[config.mk]
export PLATFORM = sky130hd
export DESIGN_NAME = multicycle_comparator
export DESIGN_NICKNAME = d
export VERILOG_FILES = /design/src/rtl/multicycle_comparator.sv
export SDC_FILE = /design/constraint.sdc
export NUM_CORES = 1
export LEC_CHECK = 0
export ABC_CLOCK_PERIOD_IN_PS = 2600
export CORE_ASPECT_RATIO = 0.7
export CORE_MARGIN = 10
export CORE_UTILIZATION = 25
export DETAILED_ROUTE_END_ITERATION = 6
export HOLD_SLACK_MARGIN = 0.1
export SETUP_SLACK_MARGIN = 0.15
export SLEW_MARGIN = 20
export SYNTH_ARGS = -nofsm -noshare
export SYNTH_HDL_FRONTEND = slang
export SYNTH_SLANG_ARGS = --single-unit
[constraint.sdc]
create_clock -name clk -period 2.6 [get_ports clk]
set_input_delay 0.39 -clock clk [delete_from_list [all_inputs] [get_ports clk]]
set_output_delay 0.39 -clock clk [all_outputs]
set_load 0.02 [all_outputs]
[src/rtl/multicycle_comparator.sv]
// Chunk-serial magnitude compare, MSB chunk first, stopping at the first differing chunk.
// Result is held until the next done pulse; done arrives chunks_used cycles after the start edge.
module multicycle_comparator #(
    parameter int WIDTH = 16,
    parameter int CHUNK = 4
) (
    input  logic                          clk,
    input  logic                          rst,
    input  logic                          start,
    input  logic [WIDTH-1:0]              a,
    input  logic [WIDTH-1:0]              b,
    input  logic                          is_signed,
    output logic                          busy,
    output logic                          done,
    output logic                          agb,
    output logic                          eq,
    output logic                          alb,
    output logic [$clog2(WIDTH/CHUNK):0]  chunks_used
);

    localparam int NCHUNK = WIDTH / CHUNK;
    localparam int IDXW   = (NCHUNK > 1) ? $clog2(NCHUNK) : 1;
    localparam int CUW    = $clog2(NCHUNK) + 1;
    localparam logic [WIDTH-1:0] MSB_MASK = {1'b1, {(WIDTH-1){1'b0}}};
    localparam logic [IDXW-1:0]  IDX_TOP  = IDXW'(NCHUNK - 1);

    typedef enum logic {IDLE, COMPARE} state_t;

    state_t           state_q, state_d;
    logic [IDXW-1:0]  idx_q, idx_d;
    logic [WIDTH-1:0] a_q, a_d;
    logic [WIDTH-1:0] b_q, b_d;
    logic             done_q, done_d;
    logic             agb_q, agb_d;
    logic             eq_q, eq_d;
    logic             alb_q, alb_d;
    logic [CUW-1:0]   cu_q, cu_d;
    logic [CHUNK-1:0] a_chunk, b_chunk;
    logic [WIDTH-1:0] sign_flip;

    assign a_chunk   = a_q[int'(idx_q) * CHUNK +: CHUNK];
    assign b_chunk   = b_q[int'(idx_q) * CHUNK +: CHUNK];
    // Offset binary: flipping both MSBs makes an unsigned compare follow signed order.
    assign sign_flip = is_signed ? MSB_MASK : '0;

    always_comb begin
        state_d = state_q;
        idx_d   = idx_q;
        a_d     = a_q;
        b_d     = b_q;
        done_d  = 1'b0;
        agb_d   = agb_q;
        eq_d    = eq_q;
        alb_d   = alb_q;
        cu_d    = cu_q;
        case (state_q)
            IDLE: begin
                if (start) begin
                    a_d     = a ^ sign_flip;
                    b_d     = b ^ sign_flip;
                    idx_d   = IDX_TOP;
                    state_d = COMPARE;
                end
            end
            COMPARE: begin
                if (a_chunk != b_chunk) begin
                    agb_d   = (a_chunk > b_chunk);
                    alb_d   = (a_chunk < b_chunk);
                    eq_d    = 1'b0;
                    cu_d    = CUW'(NCHUNK) - CUW'(idx_q);
                    done_d  = 1'b1;
                    state_d = IDLE;
                end else if (idx_q == '0) begin
                    agb_d   = 1'b0;
                    alb_d   = 1'b0;
                    eq_d    = 1'b1;
                    cu_d    = CUW'(NCHUNK);
                    done_d  = 1'b1;
                    state_d = IDLE;
                end else begin
                    idx_d = idx_q - IDXW'(1);
                end
            end
            default: state_d = IDLE;
        endcase
    end

    always_ff @(posedge clk) begin
        if (rst) begin
            state_q <= IDLE;
            idx_q   <= '0;
            a_q     <= '0;
            b_q     <= '0;
            done_q  <= 1'b0;
            agb_q   <= 1'b0;
            eq_q    <= 1'b1;
            alb_q   <= 1'b0;
            cu_q    <= '0;
        end else begin
            state_q <= state_d;
            idx_q   <= idx_d;
            a_q     <= a_d;
            b_q     <= b_d;
            done_q  <= done_d;
            agb_q   <= agb_d;
            eq_q    <= eq_d;
            alb_q   <= alb_d;
            cu_q    <= cu_d;
        end
    end

    assign busy        = (state_q == COMPARE);
    assign done        = done_q;
    assign agb         = agb_q;
    assign eq          = eq_q;
    assign alb         = alb_q;
    assign chunks_used = cu_q;

endmodule

==> results of run 1 <==
worst max-delay path, delay by kind of cell (launching register included):
kind | cells | cell delay [ns]
buffers and inverters | 2 | 0.26
muxes | 1 | 0.49
adders and majority gates | 1 | 0.19
and+or+nand+nor | 3 | 0.56
AOI/OAI and AO/OA | 1 | 0.18
DFF | 1 | 0.44
layout by cell type (no fill, tap or decap), types with 5 or more instances in the layout:
cell type        instances
clkdlybuf4s50_1         43
dfxtp_1                 41
nand2_1                 65
buf_4                    7
clkbuf_8                 5
ha_1                     5
nand3_1                  5
inv_1                    8
nor2_1                   5
a21oi_1                 36
mux4_2                   8
logic make-up after synthesis:
group	after synthesis
flip-flops	42
AND/OR/NAND/NOR	83
adder cells (fa/ha/maj)	5
XOR/XNOR	2
AO/OA/AOI/OAI	44
multiplexers	8
buffers and inverters	23
per-layer routing:
metal / vias to the layer above / share of wire [%] / wire [µm]
met5: - / 0 / 0
met4: 0 / 0.74 / 33
met3: 5 / 5.9 / 263
met2: 30 / 40 / 1764
met1: 669 / 54 / 2398
li1: 781 / - / -
where the power goes:
part           switching [mW]  internal [mW]  total [mW]
Sequential             0.0370          0.690       0.727
Clock                   0.220          0.283       0.502
Combinational           0.159          0.171       0.330
Total                   0.416           1.14        1.56
worst paths after layout:
check / start / end / slack [ns] / depth (start not counted)
worst max-delay path: idx_q[0] / idx_q[0] / 0.40 / 8
worst min register to register: b_q[9] / b_q[9] / 0.46 / 2
worst max register to register: idx_q[0] / idx_q[0] / 0.40 / 8
worst min-delay path: b_q[9] / b_q[9] / 0.46 / 2
per-stage QoR:
step	hold WS, ns	cells	area (µm²)	utilization [%]	setup slack (ns)
floorplan	0.4331	207	1831	-	0.4262
global placement	0.4445	336	2352	33.87	0.2927
detailed placement	0.4470	336	2352	33.87	0.2371
CTS	0.4578	344	2461	35.44	0.2206
global route	0.4729	344	2462	35.46	0.2247
finish	0.4569	344	2462	35.46	0.3977
layout make-up:
| type | instances | area [µm²] |
|---|---|---|
| clock buffers | 5 | 68.82 |
| clock inverters | 3 | 40.04 |
| fillers | 752 | 4482 |
| inverters | 8 | 30.03 |
| multi-input cells | 142 | 880.8 |
| flip-flops and latches | 42 | 842.1 |
| well taps | 94 | 117.6 |
| repair buffers | 50 | 483.0 |
flip-flops by register name, summed over array words and instances (netlist names), 2 cells and up:
| name | cells |
|---|---|
| a_q | 16 |
| b_q | 16 |
| chunks_used | 3 |
| idx_q | 2 |
==> impl_metrics.tcl, run 1 <==
set metrics [dict create \
    grt_usage_pct 7.922 \
    status "complete, no violations" \
    total_power_mw 1.560 \
    worstPathCellList "buf_4 -> mux4_2 -> inv_1 -> ha_1 -> nand4_4 -> nor3b_4 -> nor3_1 -> a211oi_2" \
    synth_flop_cell "dfxtp_1" \
    cts_sinks 42 \
    io_pins 44 \
    min_path_type "reg2reg" \
    rsz0062_at_grt "false" \
    core_um2 6944 \
    irDropWorstVdd_v 0.0002628 \
    netlist.area_leader.share_pct 45.93 \
    fp.dieH_um 91.59 \
    cts_buffers 5 \
    finalCriticalPeriod_ns 2.202 \
    drv_slew 0 \
    hold_buffers 0 \
    synthSimpleGateAreaFrac_pct 20.10 \
    grt.met1_usage_pct 11.26 \
    yosys.cell_types.count 26 \
    endpoint_kind "flop" \
    avgSynthCellArea_um2 8.843 \
    port_buffers 43 \
    maxCapViolCount 0 \
    setup_viol 0 \
    ant_nets 0 \
    top_usage_layer "met1" \
    post_cts_resized 0 \
    die_area_um2 11200 \
    wl_um 4459 \
    synth-async-reset-ratio_pct 0 \
    cp-start-kind "flop" \
    max_stage_delay_ns 0.49 \
    cts_buffer_depth 2 \
    synthTopCellsByCount "nand2_1 (65), dfxtp_1 (42), a21oi_1 (36), inv_1 (8), mux4_2 (8)" \
    synth_warnings 0 \
    ys_seq_area_share_pct 45.93 \
    grt_util_met3_pct 3.278 \
    yosysTopAreaCell "dfxtp_1" \
    crit_required_ns 2.82 \
    path_clk_slew_ns 0.08 \
    power.density_nw_per_um2 633.6 \
    antenna_found_initial 0 \
    cts_tree "yes" \
    netlist_area_um2 1831 \
    p_leak_nw 0.9030 \
    max_freq_mhz 454.1 \
    syn_inst 207 \
    grt_pass1_vias 1512 \
    firstDrtPassIters 4 \
    skew_ns 0.007565 \
    synth_top_family_by_area "simple AND/OR/NAND/NOR gates" \
    synthMuxAreaShare_pct 9.843 \
    hpwl_um 3361 \
    gr-total-overflow 0 \
    cts_root_buffer "clkbuf_8" \
    avgViaCountPerCell 4.317 \
    post-synth-top-count-cell "nand2_1" \
    synth_edf_count 0 \
    hold_viol_final 0 \
    worstMarginPinSlew_ns 0.4468 \
    via_count 1485 \
    start_util_pct 26.36 \
    syn-num-nets 248 \
    synth.area.top_cells "dfxtp_1 (46%), nand2_1 (13%), a21oi_1 (9.8%)" \
    slew-limit-headroom_pct 70.21 \
    period_share_pct 84.70 \
    cp_max_fo 8 \
    drive_above_1_share_pct 11.60 \
    place_congestion 0.7688 \
    wire_per_inst_um 12.96 \
    antenna_cells 0 \
    postCtsSetupRepairBufs 0 \
    grt.met2_usage_pct 10.69 \
    critical_path_class "reg2reg" \
    drt_iter0_drc 91 \
    grt_max_degree 44 \
    drc 0 \
    die_x_um 122.3 \
    grt_pass1_wl_um 7307 \
    synthAdderAreaFrac_pct 3.418 \
    synthXorXnorAreaFrac_pct 0.9569 \
    tns_ns 0 \
    num-nets-final 290 \
    critPathSlowestCell "mux4_2" \
    worstPathArrival_ns 2.42 \
    cts.htree.levels 2 \
    synthToLayoutAreaGrowth_pct 34.52 \
    synth_compound_area_share_pct 13.67 \
    ys_ff_latch 42 \
    clk_latency_ns 0.29 \
    rows 25 \
]
Power figures use the tool's default switching activity.
==> run 2, diff against run 1 <==
--- a/config.mk
+++ b/config.mk
@@ -5,7 +5,7 @@
 export SDC_FILE = /design/constraint.sdc
 export NUM_CORES = 1
 export LEC_CHECK = 0
-export ABC_CLOCK_PERIOD_IN_PS = 2600
+export ABC_CLOCK_PERIOD_IN_PS = 2040
 export CORE_ASPECT_RATIO = 0.7
 export CORE_MARGIN = 10
 export CORE_UTILIZATION = 25
==> constraint.sdc (replaced) <==
create_clock -name clk -period 2.04 [get_ports clk]
set_input_delay 0.306 -clock clk [delete_from_list [all_inputs] [get_ports clk]]
set_output_delay 0.306 -clock clk [all_outputs]
set_load 0.02 [all_outputs]
==> impl_metrics.tcl, run 2 (synthesis results as in run 1) <==
set metrics [dict create \
    via_count 1525 \
    grt_pass1_vias 1555 \
    final_cell_mix "nand2_1 (64), clkdlybuf4s50_1 (43), dfxtp_1 (39)" \
    irDropWorstVdd_v 0.0004534 \
    avgViaCountPerCell 4.332 \
    cts_tree "yes" \
    cts_root_buffer "clkbuf_8" \
    status "complete, but fails checks" \
    die_area_um2 11200 \
    clk_latency_ns 0.30 \
    fin_util_pct 37.73 \
    grt_usage_pct 8.255 \
    cp_max_fo 7 \
    min_path_type "reg2reg" \
    drv_slew 0 \
    switching_share_pct 28.31 \
    cts_buffers 5 \
    critPathBufInv 2 \
    wl_um 4490 \
    max_stage_delay_ns 0.52 \
    worstPathCellList "buf_12 -> mux4_2 -> ha_4 -> nand4_4 -> nor3b_4 -> buf_4 -> a211oi_2" \
    hpwl_um 3445 \
    hold_viol_final 0 \
    wl_met1_um 2281 \
    cts_buffer_depth 2 \
    endpoint_kind "flop" \
    antenna_cells 0 \
    worstMarginPinSlew_ns 0.6500 \
    gr-total-overflow 0 \
    worstPathArrival_ns 2.22 \
    max_freq_mhz 486.4 \
    skew_ns 0.005511 \
    path_clk_slew_ns 0.08 \
    synthToLayoutAreaGrowth_pct 43.13 \
    violations "negative setup slack" \
    wl_met3_um 321 \
    io_pins 44 \
    start_util_pct 26.36 \
    cts_sinks 42 \
    core_um2 6944 \
    finalWorstSetupSlack_ns -0.01572 \
    p_sw_mw 0.5727 \
    rows 25 \
    cp_top_family "multiplexers" \
    fp.dieH_um 91.59 \
    maxCapViolCount 0 \
    finalCriticalPeriod_ns 2.056 \
    seqPwrFrac_pct 45.7 \
    grt_max_degree 22 \
    total_power_mw 2.023 \
    power.density_nw_per_um2 772.2 \
    critical_path_class "reg2reg" \
    p_leak_nw 0.9558 \
    place_congestion 0.8065 \
    crit_required_ns 2.20 \
    clkPwrFrac_pct 28.0 \
    drc 0 \
    setup_viol 3 \
    cp-start-kind "flop" \
    wl_met2_um 1840 \
    ant_nets 0 \
    drive_above_1_share_pct 18.60 \
    fillCellCount 739 \
    firstDrtPassIters 4 \
    final_common_cell "nand2_1" \
    slew-limit-headroom_pct 56.53 \
    critPathSlowestCell "mux4_2" \
    num-nets-final 298 \
    cts.htree.levels 2 \
    highest_layer "met4" \
    rsz0062_at_grt "true" \
    wire_per_inst_um 12.76 \
    die_x_um 122.3 \
    period_share_pct 100.8 \
    grt_pass1_wl_um 7493 \
    internal_power_mw 1.450 \
    antenna_found_initial 0 \
    power_frac_comb_pct 26.3 \
    drt_iter0_drc 91 \
    port_buffers 43 \
]
[run 2: power by group through the flow]
stage          registers, mW  clock network [mW]  logic, mW
6_report               0.924               0.567      0.531
5_1_grt                0.933               0.618      0.590
2_1_floorplan          0.939                   0      0.290
3_3_place_gp           0.941                   0      0.473
3_5_place_dp           0.942                   0      0.477
4_1_cts                0.925               0.586      0.514
[run 2: path summary, 6_finish.rpt]
kind              slack [ns]      from  depth (start not counted)       end
setup / recovery       -0.02  idx_q[0]                          7  idx_q[0]
hold / removal          0.46   b_q[14]                          2   b_q[14]
hold reg to reg         0.46   b_q[14]                          2   b_q[14]
setup reg to reg       -0.02  idx_q[0]                          7  idx_q[0]
[run 2: layout make-up]
| cell class | count | area, µm² | share of cell area [%] |
|---|---|---|---|
| clock inverters | 2 | 12.51 | 0.4776 |
| multi-input cells | 142 | 942.2 | 35.96 |
| clock buffers | 6 | 82.58 | 3.152 |
| inverters | 8 | 30.03 | 1.146 |
| repair buffers | 58 | 588.1 | 22.45 |
| flip-flops and latches | 42 | 847.1 | 32.33 |
| well taps | 94 | 117.6 | 4.489 |
[run 2: per-stage QoR]
step	setup TNS, ns	area [µm²]	worst slack, ns	hold slack [ns]	std cells
floorplan	-0.06437	1873	-0.03961	0.4331	207
global placement	0	2451	0.009283	0.4428	339
detailed placement	-0.06626	2451	-0.03984	0.4449	339
CTS	-0.02119	2603	-0.01353	0.4572	351
global route	-0.6964	2620	-0.1186	0.4769	352
finish	-0.02786	2620	-0.01572	0.4566	352
[run 2: worst min-delay path: cells and delay by family (launching register included)]
kind / cells / cell delay [ns]
AND/OR/NAND/NOR: 1 / 0.05
AO/OA/AOI/OAI: 1 / 0.05
flip-flops: 1 / 0.31
[run 2: repair_timing]
action	4_1_cts	5_1_grt
setup buffers	4	1
pin swaps	4	3
hold endpoints to repair	0	0
gates resized for setup	9	3
hold buffers	0	0
setup endpoints to repair	10	10
[run 2: layer usage]
| layer | vias to the layer above | track usage [%] |
|---|---|---|
| li1 | 796 | - |
| met4 | 0 | 2.055 |
| met3 | 5 | 3.834 |
| met5 | - | 0 |
| met1 | 691 | 10.67 |
| met2 | 33 | 12.08 |
